## config.mk

```make
export PLATFORM = sky130hd
export DESIGN_NAME = reg_write_arbiter
export DESIGN_NICKNAME = d
export VERILOG_FILES = /design/src/rtl/reg_write_arbiter.sv
export SDC_FILE = /design/constraint.sdc
export NUM_CORES = 1
export LEC_CHECK = 0
export ABC_AREA = 1
export CAP_MARGIN = 0
export CORE_MARGIN = 2
export CORE_UTILIZATION = 30
export DETAILED_ROUTE_END_ITERATION = 7
export MAX_ROUTING_LAYER = met4
export PLACE_DENSITY_LB_ADDON = 0.1
export SLEW_MARGIN = 20
export SYNTH_ARGS = -nofsm -noshare
export SYNTH_HDL_FRONTEND = slang
export SYNTH_SLANG_ARGS = --single-unit
export TNS_END_PERCENT = 5
```

## constraint.sdc

```tcl
create_clock -name clk -period 4.1 [get_ports clk]
set_clock_uncertainty 0.05 [all_clocks]
set_input_delay 0.41 -clock clk [delete_from_list [all_inputs] [get_ports clk]]
set_output_delay 0.41 -clock clk [all_outputs]
set_load 0.05 [all_outputs]
```

## src/rtl/reg_write_arbiter.sv

```systemverilog
// reg_write_arbiter: round-robin write arbiter owning the 5-entry PWM/output-enable register bank
// Ports:
//   clk, rst                      clock, async active-high reset
//   s_valid/s_ready/s_addr/s_data SPI decoder write channel (ready is a combinational grant)
//   h_valid/h_ready/h_addr/h_data local requester write channel (ready is a combinational grant)
//   pwm_period_end                1-cycle pulse on the last clk of each PWM period
//   en_reg_out_7_0..en_reg_pwm_15_8  registers at addresses 0x00..0x03
//   pwm_duty_cycle                active duty value (address 0x04)
//   duty_pending                  a deferred duty value waits for the next period boundary
//   wr_err                        1-cycle pulse after an accepted write to an unmapped address
module reg_write_arbiter #(
    parameter int ADDR_W     = 7,
    parameter int DATA_W     = 8,
    parameter int DUTY_DEFER = 1
) (
    input  logic              clk,
    input  logic              rst,
    input  logic              s_valid,
    output logic              s_ready,
    input  logic [ADDR_W-1:0] s_addr,
    input  logic [DATA_W-1:0] s_data,
    input  logic              h_valid,
    output logic              h_ready,
    input  logic [ADDR_W-1:0] h_addr,
    input  logic [DATA_W-1:0] h_data,
    input  logic              pwm_period_end,
    output logic [DATA_W-1:0] en_reg_out_7_0,
    output logic [DATA_W-1:0] en_reg_out_15_8,
    output logic [DATA_W-1:0] en_reg_pwm_7_0,
    output logic [DATA_W-1:0] en_reg_pwm_15_8,
    output logic [DATA_W-1:0] pwm_duty_cycle,
    output logic              duty_pending,
    output logic              wr_err
);
    logic              last_grant_q;
    logic [DATA_W-1:0] out_lo_q, out_hi_q, pwm_lo_q, pwm_hi_q, duty_q, shadow_q;
    logic              pending_q, wr_err_q;
    logic              hs, wr_duty;
    logic [ADDR_W-1:0] sel_addr;
    logic [DATA_W-1:0] sel_data;

    // last_grant_q: 1 = H was served last, so S wins the next contention
    assign s_ready  = s_valid & (~h_valid | last_grant_q);
    assign h_ready  = h_valid & (~s_valid | ~last_grant_q);
    assign hs       = s_ready | h_ready;
    assign sel_addr = s_ready ? s_addr : h_addr;
    assign sel_data = s_ready ? s_data : h_data;
    assign wr_duty  = hs && sel_addr == ADDR_W'(4);

    always_ff @(posedge clk or posedge rst) begin
        if (rst) begin
            last_grant_q <= 1'b1;
            out_lo_q     <= '0;
            out_hi_q     <= '0;
            pwm_lo_q     <= '0;
            pwm_hi_q     <= '0;
            duty_q       <= '0;
            shadow_q     <= '0;
            pending_q    <= 1'b0;
            wr_err_q     <= 1'b0;
        end else begin
            wr_err_q <= hs && sel_addr > ADDR_W'(4);
            if (hs) last_grant_q <= h_ready;
            if (hs && sel_addr == ADDR_W'(0)) out_lo_q <= sel_data;
            if (hs && sel_addr == ADDR_W'(1)) out_hi_q <= sel_data;
            if (hs && sel_addr == ADDR_W'(2)) pwm_lo_q <= sel_data;
            if (hs && sel_addr == ADDR_W'(3)) pwm_hi_q <= sel_data;
            if (DUTY_DEFER == 0) begin
                if (wr_duty) duty_q <= sel_data;
            end else if (wr_duty) begin
                // a write landing on the boundary bypasses the shadow and drops any older value
                if (pwm_period_end) begin
                    duty_q    <= sel_data;
                    pending_q <= 1'b0;
                end else begin
                    shadow_q  <= sel_data;
                    pending_q <= 1'b1;
                end
            end else if (pwm_period_end && pending_q) begin
                duty_q    <= shadow_q;
                pending_q <= 1'b0;
            end
        end
    end

    assign en_reg_out_7_0  = out_lo_q;
    assign en_reg_out_15_8 = out_hi_q;
    assign en_reg_pwm_7_0  = pwm_lo_q;
    assign en_reg_pwm_15_8 = pwm_hi_q;
    assign pwm_duty_cycle  = duty_q;
    assign duty_pending    = pending_q;
    assign wr_err          = wr_err_q;
endmodule

```

## Yosys cells after proc, flatten, opt, wreduce, memory -nomap -nowiden

Cells that the tools add are included.

- Register bits: 51
- Input port bits: 35
- Output and inout port bits: 44
- Logic and storage cells: 43

- $lt $le $gt $ge: 1
- Eq/ne operators: 5
- Multiplexer cells: 8
- Bitwise operators: 9
- Reductions and logical operators: 11

Operators with widths:

| cell | number |
|---|---|
| 8-bit two-way mux | 4 |
| 7-bit by 2-bit == test with 1-bit output (second input constant) | 2 |
| 7-bit by 1-bit == test with 1-bit output (second input constant) | 1 |
| 7-bit by 3-bit == test with 1-bit output (second input constant) | 1 |
| 7-bit by 3-bit greater-than comparator with 1-bit output (second input constant) | 1 |
| 1-bit logical AND | 7 |
| 7-bit zero test | 1 |
| 7-bit two-way mux | 1 |
| 1-bit NOT | 4 |
| 2-bit AND reduction | 2 |
| 1-bit two-way mux | 3 |
| 1-bit OR | 3 |
| 1-bit bitwise AND | 2 |
| 2-bit inequality test (second input constant) | 1 |
| 2-bit nonzero test | 1 |

## Logic depth before layout (Yosys ltp)

- Depth after elaboration: 8
- Mapped depth: 13
- Gate-level depth less buffers: 12

## Least setup slack after synthesis

No wires, ideal clock.

- Path kind: input to output
- From: in s_valid
- To: out h_ready
- Data arrival time: 1.338 ns
- Path slack: 2.302 ns
- Stages: 2
- Cell sequence: buf_4 a21oi_1

- Longest elaborated chain between the ends: 3

RTL lines:

| item | RTL line | source |
|---|---|---|
| from (decl) | 18 | `input logic s_valid,` |
| 1-bit NOT | 44 | `assign h_ready = h_valid & (~s_valid \| ~last_grant_q);` |
| 1-bit OR | 44 |  |
| 1-bit bitwise AND | 44 |  |
| to (decl) | 23 | `output logic h_ready,` |

Every way passes these cells.

## Worst setup path in the final report

- From: in s_valid
- To: out s_ready

- Longest elaborated chain between the ends: 1

RTL lines:

| item | RTL line | source |
|---|---|---|
| 1-bit bitwise AND | 43 | `assign s_ready = s_valid & (~h_valid \| last_grant_q);` |
| to (decl) | 19 | `output logic s_ready,` |

Every way passes these cells.

==> metrics.log <==
INFO  metric result_of_the_run = completed
INFO  metric mux_cell_area_share_after_synthesis = 0%
INFO  metric worst_hold_startpoint = shadow_q[5]$_DFFE_PP0P_
INFO  metric slowest_cp_cell = sky130_fd_sc_hd__clkdlybuf4s50_1
INFO  metric worst_max_slew_margin_expressed_relative_to_the_limit = 57.8%
INFO  metric drt_pass1_iterations = 4
INFO  metric cts.reportedPaths.clkPinSlew = 0.09 ns
INFO  metric drt-vias-per-instance = 4.41
INFO  metric grt_remaining_overflow = 0
INFO  metric seq_area = 1280 µm²
INFO  metric grt_pass1_wl = 10.7 mm
INFO  metric largest_net_degree_at_the_start_of_global_routing = 52
INFO  metric drive_above_1_share = 13.6%
INFO  metric area_delta_synth_final = 34.7%
INFO  metric finalCoreUtilization = 41.4%
INFO  metric tritoncts_clock_tree = yes
INFO  metric detail_route.drc_violations = 0
INFO  metric gpl.final_weighted_congestion = 0.878
INFO  metric criticalPathCategory = primary input to output port
INFO  metric finalNetCount = 415
INFO  metric drv_cap = 0
INFO  metric synthXorXnorAreaFrac = 0%
INFO  metric max_freq = 0.369 GHz
INFO  metric dieArea = 9660 µm²
INFO  metric yosysWarnings = 0
INFO  metric clk-insertion-delay-late = 0.31 ns
INFO  metric netlist-cell-type-count = 27
INFO  metric setup_violations = 0
INFO  metric routed_wl = 6.42 mm
INFO  metric max-clock-path-buffers = 2
INFO  metric powerDensity = 432 nW/µm²
INFO  metric synth.net_count = 340
INFO  metric critPathMaxFanout = 13
INFO  metric final.period_utilization = 66.1%
INFO  metric critPathRequiredTime = 3.64 ns
INFO  metric post_synth_and_or_nand_nor_area_fraction = 31.8%
INFO  metric worstReg2RegStart = last_grant_q$_DFFE_PP1P_
INFO  metric post_synth_most_frequent_cells = 91 x sky130_fd_sc_hd__nand2_1, 50 x sky130_fd_sc_hd__dfrtp_1, 37 x sky130_fd_sc_hd__inv_1, 24 x sky130_fd_sc_hd__o21ai_1, 22 x sky130_fd_sc_hd__nand3_1
INFO  metric startpoint_types = primary input
INFO  metric slew_violations = 0
INFO  metric syn-cell-area = 2670 µm²
INFO  metric cts_num_sinks = 51
INFO  metric design_area = 3590 µm²
INFO  metric ir_drop = 260 µV
INFO  metric post_synth_fa_ha_maj_area_fraction = 0%
INFO  metric post_synth_edffs = 0
INFO  metric grt_antenna_before_repair = 0
INFO  metric clock-root-buffer = sky130_fd_sc_hd__clkbuf_8
INFO  metric largest_family_of_logic_cells_by_synthesized_area = simple AND/OR/NAND/NOR gates
INFO  metric fin_worst_hold_slack = 0.439 ns
INFO  metric place.detailed.instances = 481
INFO  metric compound_gate_portion_of_the_synthesized_area = 11.4%
INFO  metric tritoncts_buffers = 5
INFO  metric detail_route.wl_per_cell = 13.1 µm
INFO  metric cts.hold.buffers_added = 0
INFO  metric layout.filler_cells = 921
INFO  metric multi_input_area = 1150 µm²
INFO  metric all_layer_global_routing_usage = 14.3%
INFO  metric final.min_clock_period = 2.71 ns
INFO  metric start_util = 30.7%
INFO  metric yosys_reg_bits = 51
INFO  metric place.port_buffers = 78
INFO  metric design.portCount = 79
INFO  metric postCtsSetupRepairBufs = 0
INFO  metric seq_area_frac_synth = 47.9%
INFO  metric antenna_violating_nets_post_route = 0
INFO  metric power.static_leakage = 1.75 nW
INFO  metric yosysTopAreaCellShare = 46.9%
INFO  metric placed_area = 3500 µm²
INFO  metric holdCritPathClass = flop to flop
INFO  metric critical_path_origin = s_valid
INFO  metric final_cell_count_no_fill = 489
INFO  metric worstPathCellList = clkdlybuf4s50_1 > nand2_4 > nand2_4 > clkdlybuf4s50_1
INFO  metric async_flop_share = 100%
INFO  metric vias = 2,156
INFO  metric diodes = 0
INFO  metric final_hold_viol_count = 0
INFO  metric fp.dieH = 98.3 µm
INFO  metric coreArea = 8680 µm²
INFO  metric critical-path-max-stage-delay = 0.82 ns
INFO  metric worst-slew-pin-transition = 0.634 ns
INFO  metric syn-instance-count = 305
INFO  metric synth_ff_type = sky130_fd_sc_hd__dfrtp_1
INFO  metric yosys.cell_count.top_type = sky130_fd_sc_hd__nand2_1
INFO  metric netlist_top_cells_area = sky130_fd_sc_hd__dfrtp_1 47%, sky130_fd_sc_hd__nand2_1 13%, sky130_fd_sc_hd__inv_1 5.2%
INFO  metric ctsResizeCount = 0
INFO  metric top_cell_type_by_total_area_after_synthesis = sky130_fd_sc_hd__dfrtp_1
INFO  metric setup_tns = 0 ns
INFO  metric htree_levels = 2
INFO  metric synth.avg_cell_area = 8.75 µm²
INFO  metric floorplan_row_count = 34
INFO  metric critPathCaptureType = output port
INFO  metric drt_iter0_drc = 96
INFO  metric dp_hpwl = 4.78 mm
INFO  metric vias_in_the_first_global_route = 2,124
INFO  metric crit_arrival = 2.25 ns
INFO  metric dieWidth = 98.3 µm
INFO  metric unrepaired_setup_endpoints_after_global_routing = no
## report_power, final
group / total, mW / switching (mW) / internal, mW
combinational: 0.620 / 0.411 / 0.209
clock: 0.311 / 0.172 / 0.139
sequential: 0.621 / 0.0421 / 0.579
total: 1.55 / 0.626 / 0.926
## registers in the layout (all words and copies together), names as in the netlist
| signal | cells |
|---|---|
| pwm_duty_cycle | 8 |
| en_reg_out_15_8 | 8 |
| last_grant_q | 1 |
| en_reg_pwm_7_0 | 8 |
| wr_err | 1 |
| en_reg_pwm_15_8 | 8 |
| en_reg_out_7_0 | 8 |
| duty_pending | 1 |
| shadow_q | 8 |
## layer usage
layer	share of wire, %	global-route usage (%)	up-vias
met5	0	-	-
met4	0.83	3.16	0
met3	3.7	3.15	7
met2	46	22.7	42
met1	49	18.8	997
li1	-	-	1110
## placed cells by master (no fill, tap or decap)
| cell type | netlist | routed |
|---|---|---|
| sky130_fd_sc_hd__nand2_1 | 91 | 91 |
| sky130_fd_sc_hd__clkdlybuf4s50_1 | 0 | 78 |
| sky130_fd_sc_hd__dfrtp_1 | 50 | 50 |
| sky130_fd_sc_hd__inv_1 | 37 | 36 |
| sky130_fd_sc_hd__o21ai_1 | 24 | 24 |
| sky130_fd_sc_hd__nand3_1 | 22 | 22 |
| sky130_fd_sc_hd__o21ai_0 | 9 | 9 |
| sky130_fd_sc_hd__or2_2 | 8 | 8 |
| sky130_fd_sc_hd__o21a_1 | 8 | 8 |
| sky130_fd_sc_hd__o21ai_2 | 8 | 8 |
| sky130_fd_sc_hd__nand2_4 | 7 | 7 |
| sky130_fd_sc_hd__clkbuf_8 | 0 | 6 |
| sky130_fd_sc_hd__nor2_1 | 5 | 5 |
| sky130_fd_sc_hd__nand2_2 | 5 | 5 |
| sky130_fd_sc_hd__nor2_4 | 4 | 4 |
| sky130_fd_sc_hd__nand3_4 | 3 | 3 |
| sky130_fd_sc_hd__inv_2 | 2 | 2 |
| sky130_fd_sc_hd__nand3_2 | 2 | 2 |
| sky130_fd_sc_hd__nor2_8 | 2 | 2 |
| sky130_fd_sc_hd__nand4_4 | 2 | 2 |
| sky130_fd_sc_hd__a21oi_1 | 2 | 2 |
| sky130_fd_sc_hd__nand3b_1 | 1 | 1 |
| sky130_fd_sc_hd__and2_1 | 1 | 1 |
| sky130_fd_sc_hd__nor3_1 | 1 | 1 |
| sky130_fd_sc_hd__inv_4 | 0 | 1 |
| sky130_fd_sc_hd__clkbuf_1 | 1 | 1 |
| sky130_fd_sc_hd__clkinv_4 | 0 | 1 |
| sky130_fd_sc_hd__dfstp_2 | 1 | 1 |
## worst max-delay path: cells and delay by family
kind | cells | cell delay (ns)
and+or+nand+nor | 2 | 0.30
buffers and inverters | 2 | 1.53
## stage by stage
step	setup slack [ns]	total power [mW]
after floorplan	2.30	1.04
after global placement	1.41	1.25
after detailed placement	1.36	1.25
after CTS	1.39	1.57
after global routing	1.31	1.64
final	1.39	1.55
## layout make-up
type,instances,share of cell area [%]
Tap cell,108,3.76
Timing Repair Buffer,78,21.7
Sequential cell,51,35.6
Clock buffer,7,2.40
Inverter,39,4.14
Multi-Input combinational cell,205,32.1
Clock inverter,1,0.244
## cell families (layout without fill, tap and decap cells)
logic type      after synthesis  in the layout
flops                        51             51
simple gates                154            154
buf+inv                      49            125
compound gates               51             51
## worst paths after layout
path | to | slack (ns) | cells past startpoint
max in group asynchronous | en_reg_out_15_8[4]$_DFFE_PP0P_ | 3.08 | 2
worst max-delay path | s_ready | 1.39 | 4
min in group asynchronous | en_reg_pwm_15_8[1]$_DFFE_PP0P_ | 0.48 | 2
worst min register to register | shadow_q[5]$_DFFE_PP0P_ | 0.44 | 2
worst max register to register | en_reg_pwm_15_8[4]$_DFFE_PP0P_ | 1.98 | 7
worst min-delay path | shadow_q[5]$_DFFE_PP0P_ | 0.44 | 2
(Power assumes the default switching activity.)
